`src/rtl/frag_byte_reader.sv`:
```
// Drains a byte-granular reassembly FIFO with 1..4 byte reads and re-emits the
// payload as header-prefixed fragments of at most FRAG_MAX bytes on a 32-bit stream.
module frag_byte_reader #(
   parameter int FRAG_MAX = 64
) (
   input  logic        clk,
   input  logic        rst_n,
   input  logic        start,
   input  logic [15:0] pkt_len,
   output logic        busy,
   output logic        done,
   input  logic [4:0]  fifo_index,
   input  logic [31:0] fifo_dout,
   output logic        fifo_rd_en,
   output logic [3:0]  fifo_rd_bytes,
   output logic [31:0] m_data,
   output logic [2:0]  m_keep,
   output logic        m_last,
   output logic        m_valid,
   input  logic        m_ready
);

   typedef enum logic [1:0] {S_IDLE, S_HDR, S_PAY, S_DRAIN} state_t;

   localparam logic [15:0] FRAG_MAX_W = 16'(FRAG_MAX);

   state_t      state_q, state_d;
   logic [15:0] pkt_rem_q, pkt_rem_d;
   logic [15:0] frag_rem_q, frag_rem_d;
   logic [7:0]  seq_q, seq_d;
   logic        busy_q, busy_d;

   logic        inflight_q, inflight_d;
   logic [2:0]  tag_keep_q, tag_keep_d;
   logic        tag_last_q, tag_last_d;

   logic [31:0] qdata_q [2];
   logic [2:0]  qkeep_q [2];
   logic        qlast_q [2];
   logic        wr_ptr_q, rd_ptr_q;
   logic [1:0]  count_q, count_d;

   logic        credit, hdr_fire, rd_fire, pop, last_read, lastfrag, hdr_ptr;
   logic [15:0] flen;
   logic [2:0]  n_bytes;
   logic [31:0] hdr_word;

   // Credit counts the queue before this cycle's pop, so a full queue never overflows.
   assign credit    = ({1'b0, count_q} + {2'b0, inflight_q}) < 3'd2;
   assign flen      = (pkt_rem_q > FRAG_MAX_W) ? FRAG_MAX_W : pkt_rem_q;
   assign lastfrag  = (pkt_rem_q == flen);
   assign hdr_word  = {seq_q, lastfrag, 7'd0, flen};
   assign n_bytes   = (frag_rem_q >= 16'd4) ? 3'd4 : frag_rem_q[2:0];
   assign last_read = (frag_rem_q == {13'd0, n_bytes});
   assign pop       = m_valid && m_ready;

   assign busy    = busy_q;
   assign m_valid = (count_q != 2'd0);
   assign m_data  = qdata_q[rd_ptr_q];
   assign m_keep  = qkeep_q[rd_ptr_q];
   assign m_last  = qlast_q[rd_ptr_q];

   always_ff @(posedge clk or negedge rst_n) begin
      if (!rst_n) begin
         state_q    <= S_IDLE;
         pkt_rem_q  <= '0;
         frag_rem_q <= '0;
         seq_q      <= '0;
         busy_q     <= 1'b0;
      end else begin
         state_q    <= state_d;
         pkt_rem_q  <= pkt_rem_d;
         frag_rem_q <= frag_rem_d;
         seq_q      <= seq_d;
         busy_q     <= busy_d;
      end
   end

   always_comb begin
      state_d    = state_q;
      pkt_rem_d  = pkt_rem_q;
      frag_rem_d = frag_rem_q;
      seq_d      = seq_q;
      busy_d     = busy_q;
      case (state_q)
         S_IDLE: begin
            if (start && pkt_len != 16'd0) begin
               pkt_rem_d = pkt_len;
               seq_d     = '0;
               busy_d    = 1'b1;
               state_d   = S_HDR;
            end
         end
         S_HDR: begin
            if (hdr_fire) begin
               frag_rem_d = flen;
               pkt_rem_d  = pkt_rem_q - flen;
               state_d    = S_PAY;
            end
         end
         S_PAY: begin
            if (rd_fire) begin
               frag_rem_d = frag_rem_q - {13'd0, n_bytes};
               if (last_read) begin
                  if (pkt_rem_q != 16'd0) begin
                     state_d = S_HDR;
                     seq_d   = seq_q + 8'd1;
                  end else begin
                     state_d = S_DRAIN;
                  end
               end
            end
         end
         S_DRAIN: begin
            if (!inflight_q) begin
               busy_d  = 1'b0;
               state_d = S_IDLE;
            end
         end
         default: state_d = S_IDLE;
      endcase
   end

   always_comb begin
      hdr_fire      = 1'b0;
      rd_fire       = 1'b0;
      fifo_rd_en    = 1'b0;
      fifo_rd_bytes = 4'd0;
      done          = 1'b0;
      case (state_q)
         S_HDR:   hdr_fire = credit;
         S_PAY: begin
            if (credit && fifo_index >= {2'b00, n_bytes}) begin
               rd_fire       = 1'b1;
               fifo_rd_en    = 1'b1;
               fifo_rd_bytes = {1'b0, n_bytes};
            end
         end
         S_DRAIN: done = !inflight_q;
         default: ;
      endcase
   end

   // Keep/last of a read travel with it until its data lands next cycle.
   assign inflight_d = rd_fire;
   assign tag_keep_d = rd_fire ? n_bytes : tag_keep_q;
   assign tag_last_d = rd_fire ? last_read : tag_last_q;

   always_ff @(posedge clk or negedge rst_n) begin
      if (!rst_n) begin
         inflight_q <= 1'b0;
         tag_keep_q <= '0;
         tag_last_q <= 1'b0;
      end else begin
         inflight_q <= inflight_d;
         tag_keep_q <= tag_keep_d;
         tag_last_q <= tag_last_d;
      end
   end

   // A landing word is older than a header pushed in the same cycle, so it takes the first slot.
   assign hdr_ptr = wr_ptr_q ^ inflight_q;
   assign count_d = count_q + {1'b0, inflight_q} + {1'b0, hdr_fire} - {1'b0, pop};

   always_ff @(posedge clk or negedge rst_n) begin
      if (!rst_n) begin
         wr_ptr_q <= 1'b0;
         rd_ptr_q <= 1'b0;
         count_q  <= '0;
         for (int i = 0; i < 2; i++) begin
            qdata_q[i] <= '0;
            qkeep_q[i] <= '0;
            qlast_q[i] <= 1'b0;
         end
      end else begin
         wr_ptr_q <= wr_ptr_q ^ inflight_q ^ hdr_fire;
         rd_ptr_q <= rd_ptr_q ^ pop;
         count_q  <= count_d;
         for (int i = 0; i < 2; i++) begin
            if (inflight_q && wr_ptr_q == 1'(i)) begin
               qdata_q[i] <= fifo_dout;
               qkeep_q[i] <= tag_keep_q;
               qlast_q[i] <= tag_last_q;
            end else if (hdr_fire && hdr_ptr == 1'(i)) begin
               qdata_q[i] <= hdr_word;
               qkeep_q[i] <= 3'd4;
               qlast_q[i] <= 1'b0;
            end
         end
      end
   end

endmodule

```
`config.mk`:
```
export PLATFORM = sky130hd
export DESIGN_NAME = frag_byte_reader
export DESIGN_NICKNAME = d
export VERILOG_FILES = /design/src/rtl/frag_byte_reader.sv
export SDC_FILE = /design/constraint.sdc
export NUM_CORES = 1
export LEC_CHECK = 0
export ABC_AREA = 1
export CORE_MARGIN = 3
export CORE_UTILIZATION = 35
export CTS_CLUSTER_SIZE = 30
export DETAILED_ROUTE_END_ITERATION = 10
export PLACE_DENSITY = 0.67
export SLEW_MARGIN = 25
export SYNTH_ARGS = -nofsm -noshare
export SYNTH_HDL_FRONTEND = slang
export SYNTH_SLANG_ARGS = --single-unit
export TNS_END_PERCENT = 100
```
`constraint.sdc`:
```
create_clock -name clk -period 6.42 [get_ports clk]
set_input_delay 1.284 -clock clk [delete_from_list [all_inputs] [get_ports clk]]
set_output_delay 1.284 -clock clk [all_outputs]
set_load 0.01 [all_outputs]
```
==> flow_metrics.tcl <==
set metrics [dict create \
    synth_area_leader_cell "dfrtp_1" \
    die-area_um2 21200 \
    worstPathMaxFanout 10 \
    holdWs_ns 0.479 \
    syn_area_um2 6830 \
    antenna_left 0 \
    p_leak_uw 0.00393 \
    cts_resized 0 \
    grt_max_degree 65 \
    yosysMostFrequentCell "nand2_1" \
    syn_to_final_growth_pct 26.9 \
    cts_sinks 124 \
    cp-start-kind "primary input" \
    yosysSeqAreaShare_pct 45.5 \
    cts_root_buffer "clkbuf_16" \
    synth_area_leaders "dfrtp_1, nand2_1, o21ai_0, inv_1, nor2_1" \
    maxSlewViolCount 0 \
    cp.arrival_ns 3.56 \
    yosys.area.top_type_share_pct 45.5 \
    period_minus_slack_ns 4.85 \
    synth_edf_count 0 \
    rr_endpoint "qdata_q[32]$_DFFE_PN0P_" \
    placed_cells 1230 \
    die_w_um 146 \
    dr.pass1.iters 5 \
    start_util_pct 36.0 \
    htreeDepth 4 \
    core.rowCount 50 \
    irDropWorstVdd_v 0.000202 \
    ys_ff_latch 124 \
    setup.worst_path.end "fifo_rd_bytes[0]" \
    worstMarginPinSlew_ns 0.929 \
    clkTransAtPathRegs_ns 0.06 \
    drive_gt1_share_pct 8.38 \
    ios 101 \
    grt_pass1_vias 5954 \
    cts_tree "done" \
    wl_mm 18.2 \
    viasPerCell 4.94 \
    r2r_slack_ns 2.30 \
    core_area_um2 19000 \
    status "completed" \
    rsz0062_at_grt "no" \
    cap_viol_max_count 0 \
    setup_violations 0 \
    finClkSkew_ns 0.00958 \
    crit_required_ns 5.14 \
    vias 6231 \
    grt_overflow 0 \
    place_hpwl_mm 12.5 \
    endpoint_kind "primary output" \
    criticalPathCategory "in2out" \
    relSlewSlack_pct 38.0 \
    cts_setup_buffers 0 \
    yosysWarnings 0 \
    period_share_pct 75.5 \
    nets 1058 \
    n_antenna_cell 0 \
    postCtsHoldBufs 0 \
    synthFlopType "dfrtp_1" \
    tns_ns 0 \
    portBuffers 99 \
    syn_avg_cell_area_um2 7.56 \
    drt-initial-drc-count 410 \
    numCtsBuffers 17 \
    hp-class "reg2reg" \
    reg2regPathDepth 9 \
    crit_start "fifo_index[0]" \
    grt_pass1_wl_mm 30.1 \
    async_reset_ff_share_pct 100 \
    yosys-top-cells-count "nand2_1, dfrtp_1, o21ai_0" \
    post_drt_wl_per_cell_um 14.4 \
    power.density_nw_per_um2 478 \
    antenna_found_initial 0 \
    place.gp.congestion 0.878 \
    drc 0 \
    syn_inst 903 \
    die_h_um 146 \
    grt_usage_pct 17.3 \
    hold_viol 0 \
    worstSkewPairLatency_ns 0.42 \
    cts_buffer_depth 2 \
    synth.distinct_cells 46 \
    stdcell_count 1262 \
    fmax_ghz 0.206 \
    r2r-start "state_q[0]$_DFFE_PN0P_" \
]
cell families (layout without fill, tap and decap cells):
family / after synthesis / after routing / synth area share, %
AND/OR/NAND/NOR: 413 / 413 / 26.1
AO/OA/AOI/OAI: 191 / 191 / 15.7
buffers and inverters: 150 / 248 / 8.67
flip-flops: 124 / 124 / 45.5
adder cells (fa/ha/maj): 12 / 12 / 2.53
XOR/XNOR: 11 / 11 / 1.41
other: 2 / 3 / 0.110
cell usage in the layout (no fill, tap or decap), types with 2 or more instances in the layout:
cell               n
nand2_1          235
dfrtp_1          124
o21ai_0          110
inv_1            100
clkdlybuf4s50_1   98
nor2_1            78
nand3_1           43
a21oi_1           23
o22ai_1           17
clkbuf_16         17
nand2_2           12
nor3_1            11
o211ai_1          10
xor2_1            10
o21ai_1           10
nand4_1            9
ha_1               9
inv_2              8
nor2_2             7
buf_4              7
nor2_4             6
nor4_1             6
a31oi_1            4
clkinvlp_4         4
bufinv_16          4
nand2_4            3
o21ai_2            3
fa_1               3
conb_1             3
clkinv_4           3
o221ai_1           2
o21bai_1           2
a22oi_1            2
o31ai_1            2
clkinv_2           2
clkbuf_8           2
per-stage QoR:
step,instance area (um2),util [%],setup slack [ns],total power (uW)
after CTS,8660,45.7,1.56,4160
after detailed placement,8020,42.3,1.56,3100
final,8660,45.7,1.57,4140
after floorplan,6830,-,2.59,2470
after global placement,8020,42.3,1.63,3070
after global routing,8660,45.7,1.31,4460
worst min-delay path by stage:
stage / start / endpoint / slack (ns) / cells after the start
2_1_floorplan: qkeep_q[1]$_DFFE_PN0P_ / qkeep_q[1]$_DFFE_PN0P_ / 0.45 / 2
3_3_place_gp: qdata_q[12]$_DFFE_PN0P_ / qdata_q[12]$_DFFE_PN0P_ / 0.46 / 2
3_5_place_dp: qdata_q[15]$_DFFE_PN0P_ / qdata_q[15]$_DFFE_PN0P_ / 0.47 / 2
4_1_cts: qdata_q[17]$_DFFE_PN0P_ / qdata_q[17]$_DFFE_PN0P_ / 0.48 / 2
5_1_grt: qdata_q[8]$_DFFE_PN0P_ / qdata_q[8]$_DFFE_PN0P_ / 0.51 / 2
6_report: qdata_q[17]$_DFFE_PN0P_ / qdata_q[17]$_DFFE_PN0P_ / 0.48 / 2
sequential cells by signal, indices dropped and copies added (netlist names):
register,count
busy,1
count_q,2
frag_rem_q,16
inflight_q,1
pkt_rem_q,16
qdata_q,64
qkeep_q,6
qlast_q,2
rd_ptr_q,1
seq_q,8
state_q,2
tag_keep_q,3
tag_last_q,1
wr_ptr_q,1
area by class of cell:
type / instances / area (um2)
Clock buffer: 19 / 453
Fill cell: 1858 / 10300
Sequential cell: 124 / 3100
Timing Repair Buffer: 105 / 1030
Clock inverter: 13 / 190
Tap cell: 260 / 325
Inverter: 111 / 420
Multi-Input combinational cell: 630 / 3130
report_power, final:
group | switching (uW) | total, uW | internal, uW
Clock | 364 | 1040 | 671
Sequential | 194 | 1280 | 1090
Combinational | 1140 | 1820 | 680
layer usage:
layer / wire, um / GRT usage, %
met1: 8660 / 23.5
met2: 8190 / 27.3
met3: 873 / 3.33
met4: 487 / 7.22
met5: 0 / 0
worst max-delay path, cell delays in order:
cell and delay, ns:
clkdlybuf4s50_1 0.45, inv_1 0.04, ha_1 0.26, inv_1 0.03, a21boi_0 0.14, o21ai_0 0.10, nand2_1 0.07, nand2_1 0.11
nor2_4 0.20, inv_4 0.09, nor3_1 0.20, clkdlybuf4s50_1 0.58
Power figures use the tool's default switching activity.
